[config.mk]
export PLATFORM = sky130hd
export DESIGN_NAME = memshare_ibram_remap_ctrl
export DESIGN_NICKNAME = d
export VERILOG_FILES = /design/src/rtl/memShare_config_pkg.sv /design/src/rtl/memshare_remap_addr_gen.sv /design/src/rtl/memshare_ibram_remap_ctrl.sv
export SDC_FILE = /design/constraint.sdc
export NUM_CORES = 1
export LEC_CHECK = 0
export CORE_ASPECT_RATIO = 1.5
export CORE_MARGIN = 3
export CORE_UTILIZATION = 30
export DETAILED_ROUTE_END_ITERATION = 12
export PLACE_DENSITY = 0.64
export SYNTH_ARGS = -nofsm -noshare
export SYNTH_HDL_FRONTEND = slang
export SYNTH_SLANG_ARGS = --single-unit
[constraint.sdc]
create_clock -name sys_clk -period 1.5 [get_ports sys_clk]
set_input_delay 0.3 -clock sys_clk [delete_from_list [all_inputs] [get_ports sys_clk]]
set_output_delay 0.3 -clock sys_clk [all_outputs]
set_load 0.005 [all_outputs]
[src/rtl/memShare_config_pkg.sv]
// rtl/memShare_config_pkg.sv - shared memShare rank configuration and remap controller types
//
// Purpose: rank geometry constants shared by the decoder, the IB-RAM rank and
// the IB-LUT remap load controller, plus the remap controller state encoding.
// Ports: none (package).

package memShare_config_pkg;

  localparam int SHARE_GROUP_SIZE  = 4;   // VNs per share-group rank
  localparam int QUAN_SIZE         = 3;   // c2v/v2c message width
  localparam int GP2_COL_SEL_WIDTH = 2;   // per-VN column-select field width
  localparam int Q4_BI4_WDATA_SIZE = 8;   // per-VN remap write-word width
  localparam int GP2_VN_LOAD_CYCLE = 16;  // write beats per full IB-LUT load

  localparam int REMAP_BEAT_W = $clog2(GP2_VN_LOAD_CYCLE);

  typedef enum logic [1:0] {
    IDLE  = 2'd0,
    FILL  = 2'd1,
    DRAIN = 2'd2,
    DONE  = 2'd3
  } remap_state_e;

endpackage

[src/rtl/memshare_remap_addr_gen.sv]
// rtl/memshare_remap_addr_gen.sv - remap load beat counter and rank write-address generator
//
// Purpose: counts accepted load beats and splits the beat index into the
// rank write address {colSel field, c2v field}, replicated to every VN.
// Ports:
//   clk_i          clock
//   rst_i          synchronous active-high reset
//   clr_i          clear the beat counter (start of a load)
//   inc_i          advance to the next beat
//   last_o         current beat is the final beat of a load
//   col_sel_vec_o  colSel field of the current beat address, all VNs
//   c2v_vec_o      c2v field of the current beat address, all VNs

module memshare_remap_addr_gen #(
  parameter int SHARE_GROUP_SIZE = 4,
  parameter int QUAN_SIZE        = 3,
  parameter int COL_SEL_W        = 2,
  parameter int LOAD_CYCLES      = 16
) (
  input  logic                                  clk_i,
  input  logic                                  rst_i,
  input  logic                                  clr_i,
  input  logic                                  inc_i,
  output logic                                  last_o,
  output logic [COL_SEL_W*SHARE_GROUP_SIZE-1:0] col_sel_vec_o,
  output logic [QUAN_SIZE*SHARE_GROUP_SIZE-1:0] c2v_vec_o
);

  localparam int BEAT_W = $clog2(LOAD_CYCLES);
  localparam int ADDR_W = COL_SEL_W + QUAN_SIZE;

  logic [BEAT_W-1:0]    beat_cnt_q, beat_cnt_d;
  logic [ADDR_W-1:0]    beat_addr;
  logic [COL_SEL_W-1:0] col_sel_field;
  logic [QUAN_SIZE-1:0] c2v_field;

  always_comb begin
    beat_cnt_d = beat_cnt_q;
    if (clr_i) begin
      beat_cnt_d = '0;
    end else if (inc_i) begin
      beat_cnt_d = beat_cnt_q + BEAT_W'(1);
    end
  end

  always_ff @(posedge clk_i) begin
    if (rst_i) begin
      beat_cnt_q <= '0;
    end else begin
      beat_cnt_q <= beat_cnt_d;
    end
  end

  assign last_o = (beat_cnt_q == BEAT_W'(LOAD_CYCLES - 1));

  // Beat index zero-extended to the full address; low bits select the c2v
  // row, any remaining high bits select the column.
  assign beat_addr     = ADDR_W'(beat_cnt_q);
  assign col_sel_field = beat_addr[ADDR_W-1:QUAN_SIZE];
  assign c2v_field     = beat_addr[QUAN_SIZE-1:0];

  assign col_sel_vec_o = {SHARE_GROUP_SIZE{col_sel_field}};
  assign c2v_vec_o     = {SHARE_GROUP_SIZE{c2v_field}};

endmodule

[src/rtl/memshare_ibram_remap_ctrl.sv]
// rtl/memshare_ibram_remap_ctrl.sv - IB-LUT load sequencer and rank address arbiter
//
// Purpose: streams LOAD_CYCLES beats of new IB-LUT contents into every VN
// IB-RAM of one share-group rank, owning the rank address/remap-enable nets
// while loading and handing them back to the decoder when idle.
// Ports:
//   sys_clk           clock
//   rst               synchronous active-high reset
//   start_i           one-cycle pulse, begin a load (ignored unless idle)
//   remap_data_i      LUT words for all VNs of one beat
//   remap_valid_i     remap_data_i valid
//   remap_ready_o     beat accepted when valid & ready
//   dec_colSel_i      decoder column selects
//   dec_c2v_i         decoder c2v messages
//   dec_gnt_o         decoder owns the rank address nets
//   rank_colSel_o     registered rank column selects
//   rank_c2v_o        registered rank c2v messages
//   rank_remapData_o  registered rank remap write data
//   rank_nRemap_en_o  registered rank remap write enable, active low
//   busy_o            load in progress
//   done_o            one-cycle pulse, load complete

module memshare_ibram_remap_ctrl
  import memShare_config_pkg::*;
#(
  parameter int SHARE_GROUP_SIZE = memShare_config_pkg::SHARE_GROUP_SIZE,
  parameter int QUAN_SIZE        = memShare_config_pkg::QUAN_SIZE,
  parameter int COL_SEL_W        = memShare_config_pkg::GP2_COL_SEL_WIDTH,
  parameter int WDATA_W          = memShare_config_pkg::Q4_BI4_WDATA_SIZE,
  parameter int LOAD_CYCLES      = memShare_config_pkg::GP2_VN_LOAD_CYCLE
) (
  input  logic                                  sys_clk,
  input  logic                                  rst,
  input  logic                                  start_i,
  input  logic [WDATA_W*SHARE_GROUP_SIZE-1:0]   remap_data_i,
  input  logic                                  remap_valid_i,
  output logic                                  remap_ready_o,
  input  logic [COL_SEL_W*SHARE_GROUP_SIZE-1:0] dec_colSel_i,
  input  logic [QUAN_SIZE*SHARE_GROUP_SIZE-1:0] dec_c2v_i,
  output logic                                  dec_gnt_o,
  output logic [COL_SEL_W*SHARE_GROUP_SIZE-1:0] rank_colSel_o,
  output logic [QUAN_SIZE*SHARE_GROUP_SIZE-1:0] rank_c2v_o,
  output logic [WDATA_W*SHARE_GROUP_SIZE-1:0]   rank_remapData_o,
  output logic                                  rank_nRemap_en_o,
  output logic                                  busy_o,
  output logic                                  done_o
);

  remap_state_e state_q, state_d;

  logic                                  beat_accept;
  logic                                  beat_last;
  logic                                  cnt_clr;
  logic [COL_SEL_W*SHARE_GROUP_SIZE-1:0] gen_col_sel_vec;
  logic [QUAN_SIZE*SHARE_GROUP_SIZE-1:0] gen_c2v_vec;

  logic [COL_SEL_W*SHARE_GROUP_SIZE-1:0] col_sel_q, col_sel_d;
  logic [QUAN_SIZE*SHARE_GROUP_SIZE-1:0] c2v_q, c2v_d;
  logic [WDATA_W*SHARE_GROUP_SIZE-1:0]   wdata_q, wdata_d;
  logic                                  n_remap_en_q, n_remap_en_d;

  assign remap_ready_o = (state_q == FILL);
  assign beat_accept   = remap_valid_i & remap_ready_o;
  assign cnt_clr       = (state_q == IDLE) & start_i;

  // The counter parks on the last beat instead of wrapping; it only returns
  // to zero when the next load starts.
  memshare_remap_addr_gen #(
    .SHARE_GROUP_SIZE (SHARE_GROUP_SIZE),
    .QUAN_SIZE        (QUAN_SIZE),
    .COL_SEL_W        (COL_SEL_W),
    .LOAD_CYCLES      (LOAD_CYCLES)
  ) u_addr_gen (
    .clk_i         (sys_clk),
    .rst_i         (rst),
    .clr_i         (cnt_clr),
    .inc_i         (beat_accept & ~beat_last),
    .last_o        (beat_last),
    .col_sel_vec_o (gen_col_sel_vec),
    .c2v_vec_o     (gen_c2v_vec)
  );

  always_comb begin
    state_d = state_q;
    case (state_q)
      IDLE:    if (start_i) state_d = FILL;
      FILL:    if (beat_accept && beat_last) state_d = DRAIN;
      DRAIN:   state_d = DONE;
      DONE:    state_d = IDLE;
      default: state_d = IDLE;
    endcase
  end

  // Rank nets: decoder passthrough while idle; during a load the address
  // only moves on an accepted beat so a stall leaves it parked.
  always_comb begin
    col_sel_d    = col_sel_q;
    c2v_d        = c2v_q;
    wdata_d      = wdata_q;
    n_remap_en_d = ~beat_accept;
    if (state_q == IDLE) begin
      col_sel_d = dec_colSel_i;
      c2v_d     = dec_c2v_i;
    end else if (beat_accept) begin
      col_sel_d = gen_col_sel_vec;
      c2v_d     = gen_c2v_vec;
      wdata_d   = remap_data_i;
    end
  end

  always_ff @(posedge sys_clk) begin
    if (rst) begin
      state_q      <= IDLE;
      col_sel_q    <= '0;
      c2v_q        <= '0;
      wdata_q      <= '0;
      n_remap_en_q <= 1'b1;
    end else begin
      state_q      <= state_d;
      col_sel_q    <= col_sel_d;
      c2v_q        <= c2v_d;
      wdata_q      <= wdata_d;
      n_remap_en_q <= n_remap_en_d;
    end
  end

  assign rank_colSel_o    = col_sel_q;
  assign rank_c2v_o       = c2v_q;
  assign rank_remapData_o = wdata_q;
  assign rank_nRemap_en_o = n_remap_en_q;

  assign dec_gnt_o = (state_q == IDLE);
  assign busy_o    = (state_q != IDLE);
  assign done_o    = (state_q == DONE);

endmodule

; Word-level counts from Yosys, hierarchy flattened
; Cells that the tools add are included.
[word_totals]
reg_bits = 59
out_inout_bits = 57
word_cells = 33
inputBits = 56
[op_classes]
addsub = 1
n_reduce_logical = 7
eq_ne = 6
muxes = 7
n_bitwise = 6
[op_table]
columns = op, count
row1 = $mux W12, 2
row2 = $mux W8, 2
row3 = $pmux W2 S4, 1
row4 = $add A4 B1 Y4 const B, 1
row5 = $eq A2 B2 Y1 const B, 2
row6 = $eq A4 B4 Y1 const B, 1
row7 = $mux W2, 2
row8 = $reduce_and A2 Y1, 2
row9 = $reduce_bool A2 Y1, 2
row10 = $and A1 B1 Y1, 3
row11 = $not A1 Y1, 3
row12 = $eq A2 B1 Y1 const B, 1
row13 = $logic_not A2 Y1, 1
row14 = $ne A2 B1 Y1 const B, 1
row15 = $ne A2 B2 Y1 const B, 1
row16 = $reduce_or A2 Y1, 1
row17 = $logic_and A1 B1 Y1, 1

; Logic depth before layout (Yosys ltp)
[depth]
word_depth = 5
depth_mapped = 8
mapped_depth_nobuf = 5

; By module
; From an unflattened synthesis, not the netlist that was laid out.
[hier_totals]
cells_unflattened = 288
hier_area_um2 = 2606.2
[by_module_without_submodules]
columns = module, cells_each, instances, area_per_inst_um2
row1 = memshare_ibram_remap_ctrl, 253, 1, 2298.5
row2 = memshare_remap_addr_gen, 35, 1, 307.8

; Least setup slack after synthesis
; Ideal clock, no wire load.
[synth_path]
path_type = flip-flop to flip-flop
from = register state_q[1]
to = register wdata_q[23] (netlist: rank_remapData_o[23])
arrival_ns = 1.389
setup_slack_ns = -0.024
path_buffers = 3
stages_incl_launch_ff = 9
required_time_ns = 1.365
cell_sequence = dfxtp_1 -> inv_1 -> ha_1 -> buf_4 -> and3b_2 -> clkbuf_4 -> clkbuf_8 -> nand2_1 -> a21oi_2
[synth_via]
elab_chain_cells = 3
[synth_lines]
columns = element, line_no
row1 = start: declaration, memshare_ibram_remap_ctrl.sv:49  ; remap_state_e state_q, state_d;
row2 = start signal: assignment, memshare_ibram_remap_ctrl.sv:119  ; state_q <= state_d;
row3 = $eq A2 B1 Y1, memshare_ibram_remap_ctrl.sv:62  ; assign remap_ready_o = (state_q == FILL);
row4 = named net remap_ready_o, memshare_ibram_remap_ctrl.sv:37  ; output logic remap_ready_o,
row5 = $and A1 B1 Y1, memshare_ibram_remap_ctrl.sv:63  ; assign beat_accept = remap_valid_i & remap_ready_o;
row6 = $reduce_and A2 Y1 (no line), --
row7 = end signal: assignment, memshare_ibram_remap_ctrl.sv:122  ; wdata_q <= wdata_d;
row8 = end: declaration, memshare_ibram_remap_ctrl.sv:59  ; logic [WDATA_W*SHARE_GROUP_SIZE-1:0] wdata_q, wdata_d;
; The timed path passes the listed nets, and every way through them passes these cells.
; A chain may end at the register's enable or synchronous reset.

; Worst setup path after layout
[layout_path]
from = register state_q[1]
to = register c2v_q[8] (netlist: rank_c2v_o[8])
[layout_via]
elab_chain_cells = 3
[layout_lines]
columns = element, line_no
row1 = $eq A2 B1 Y1, memshare_ibram_remap_ctrl.sv:62
row2 = $and A1 B1 Y1, memshare_ibram_remap_ctrl.sv:63
row3 = $reduce_bool A2 Y1 (no line), --
row4 = end signal: assignment, memshare_ibram_remap_ctrl.sv:121  ; c2v_q <= c2v_d;
row5 = end: declaration, memshare_ibram_remap_ctrl.sv:58  ; logic [QUAN_SIZE*SHARE_GROUP_SIZE-1:0] c2v_q, c2v_d;
; Several ways; a longest one is shown, not always the timed one.

==> flow_metrics.py <==
metrics = {
    "clocking": {
        "postCtsHoldBufs": 0,
        "clk_pin_slew_worst_paths_ns": 0.05,
        "htreeDepth": 3,
        "clockBufferDepth": 2,
        "cts_tree": "yes",
        "cts-root-buf": "clkbuf_16",
        "clk_latency_ns": 0.32,
        "clock_sinks": 59,
        "numCtsBuffers": 9,
    },
    "placed_design": {
        "gp_congestion": 0.744,
        "placed_cells": 499,
        "dp_hpwl_mm": 5.01,
        "dp_worst_setup_slack_ns": -0.221,
        "port_buffers": 112,
    },
    "synthesis": {
        "yosysMostFrequentCell": "nand2_1",
        "ys_ff_latch": 59,
        "synth_top_area_share_pct": 49.9,
        "ys_seq_area_share_pct": 49.9,
        "synth_area_leaders": "dfxtp_1 (50%), nand2_1 (12%), a21oi_1 (11%), a211oi_1 (5.7%), ha_1 (2.6%)",
        "synth_cell_types": 33,
        "synth_area_mm2": 0.00237,
        "synth_ff_type": "dfxtp_1",
        "synth_largest_area_cell": "dfxtp_1",
        "synth.avg_cell_area_um2": 8.39,
        "synth-async-reset-ratio_pct": 0,
        "syn_nets": 343,
        "postSynthCellCount": 282,
        "synth_warnings": 0,
        "ys_top_cells_by_count": "nand2_1 (73), dfxtp_1 (59), a21oi_1 (50), a211oi_1 (18), nor2_1 (16)",
        "synth_edf_count": 0,
    },
    "pwr": {
        "leakage_nw": 2.03,
        "pwr_density_cell_mw_per_mm2": 1770,
        "ir_worst_vdd_v": 0.00143,
        "clkPwrFrac_pct": 29.1,
        "p_int_mw": 5.27,
        "switching_share_pct": 30.9,
        "switching_power_mw": 2.35,
        "combPwrFrac_pct": 42.7,
        "power_frac_seq_pct": 28.2,
    },
    "floorplan": {
        "core_area_mm2": 0.00766,
        "rows": 39,
        "ios": 113,
        "start_util_pct": 30.9,
        "die_w_um": 78.5,
        "die_area_mm2": 0.00901,
        "die_y_um": 115,
    },
    "sta": {
        "rsz0062_at_grt": "true",
        "max_slew_margin_pct": 80.2,
        "fin_crit_sh_pct": 99.0,
        "finalSetupViolCount": 0,
        "fmax_mhz": 674,
        "finClkSkew_ns": 0.00529,
        "finalCriticalPeriod_ns": 1.48,
        "worst_pin_slew_ns": 0.294,
        "fin_setup_tns_ns": 0,
        "slew_violations": 0,
        "hold_viol": 0,
        "fin_ws_ns": 0.0154,
    },
    "critical_path": {
        "critical-path-top-delay-family": "buffers and inverters",
        "path_cells": "inv_2 > ha_4 > buf_6 > buf_6 > a21o_4 > clkbuf_16 > a211oi_2",
        "cp-start-kind": "flop",
        "cp.arrival_ns": 1.72,
        "endpoint_kind": "flop",
        "cpPeakStageDelay_ns": 0.34,
        "critPathMaxFanout": 8,
        "worst-path-buf-inv": 4,
        "worstPathRequired_ns": 1.74,
        "critical_path.most_common_cell": "buf_6",
        "criticalPathCategory": "flop to flop",
        "cp_slowest_cell": "dfxtp_2",
    },
    "global_route": {
        "grt_first_pass_wirelength_mm": 10.9,
        "grt_pass1_vias": 2236,
        "grtUsageTotal_pct": 15.6,
        "grt_max_degree": 33,
        "grt_overflow_total": 0,
        "antenna_found_initial": 0,
    },
    "final_layout": {
        "antenna_cells": 0,
        "syn2layout_area_growth_pct": 82.1,
        "stdcell_count": 520,
        "nets": 474,
        "drive_gt1_share_pct": 22.0,
    },
    "routing": {
        "wl_per_cell_um": 14.0,
        "drtPass1Iterations": 4,
        "drt-vias-per-instance": 4.63,
        "drc_errors": 0,
        "ant_nets": 0,
        "vias": 2405,
        "totalWireLength_mm": 7.30,
        "first_iter_violations": 127,
    },
    "run": {
        "maxCapViolCount": 0,
    },
    "hold_path": {
        "min_path_type": "primary input to flop",
    },
    "run_status": {
        "outcome": "finished, final reports clean",
    },
}
## layout by cell type, fill, tap and decap left out, types with 5 or more instances in the layout
master	Yosys	final
clkdlybuf4s50_1	0	77
nand2_1	73	73
dfxtp_1	59	57
a21oi_1	50	47
dlymetal6s2s_1	0	28
buf_4	4	20
nor2_2	0	12
a211oi_2	0	12
clkbuf_16	0	11
a21oi_2	4	7
a211oi_1	18	6
nand3_1	6	6
nor2b_1	5	5
## state kept, by name (all words and copies together), names as in the netlist
| name | cells |
|---|---|
| u_addr_gen.beat_cnt_q | 4 |
| rank_c2v_o | 12 |
| rank_colSel_o | 8 |
| state_q | 2 |
| rank_nRemap_en_o | 1 |
| rank_remapData_o | 32 |
## layout make-up
class                           instances  area (um^2)
Timing Repair Buffer                  141         1480
Clock buffer                           12          256
Sequential cell                        59         1180
Tap cell                              102          128
Inverter                                6         22.5
Multi-Input combinational cell        196         1160
Fill cell                             728         3350
Clock inverter                          4         72.6
## per-layer routing
layer / vias up / global-route usage [%] / part of all wire [%]
met1: 1096 / 16.0 / 36
li1: 1225 / - / -
met4: 0 / 5.95 / 2.4
met2: 70 / 29.0 / 57
met3: 14 / 5.02 / 4.6
met5: - / 0 / 0
## worst paths after layout
| kind | startpoint | to | slack [ns] | cells past startpoint |
|---|---|---|---|---|
| setup / recovery | state_q[1] | rank_c2v_o[8] | 0.02 | 7 |
| hold / removal | rst | state_q[0] | 0.23 | 2 |
| setup reg to reg | state_q[1] | rank_c2v_o[8] | 0.02 | 7 |
| hold reg to reg | rank_remapData_o[31] | rank_remapData_o[31] | 0.45 | 2 |
## power groups by stage
stage | logic (mW) | clock network [mW] | registers [mW]
after floorplan | 1.23 | 0 | 2.18
after global placement | 2.57 | 0 | 2.14
after global routing | 3.53 | 2.36 | 2.19
after CTS | 2.69 | 2.28 | 2.14
final | 3.25 | 2.21 | 2.15
after detailed placement | 2.61 | 0 | 2.16
## through the flow
step	total power, mW	hold WS (ns)	utilization [%]	area, um^2
2_1_floorplan	3.41	0.384	-	2370
6_report	7.62	0.228	56.2	4310
5_1_grt	8.09	0.227	56.2	4310
3_5_place_dp	4.77	0.446	48.2	3690
3_3_place_gp	4.71	0.441	48.2	3690
4_1_cts	7.11	0.223	53.0	4060
## cell families after synthesis
logic type / count (synthesis) / synth area share [%]
fa+ha+maj: 5 / 2.64
compound gates: 81 / 20.9
simple gates: 110 / 19.9
flops: 59 / 49.9
buf+inv: 27 / 6.66
## repair_timing
action                     in CTS  in global routing
setup endpoints to repair      30                 74
pin swaps                       3                  9
gates resized for setup        23                 63
cloned                          0                  3
buffers inserted                2                  0
No activity file was read; power rests on OpenSTA's default activity.
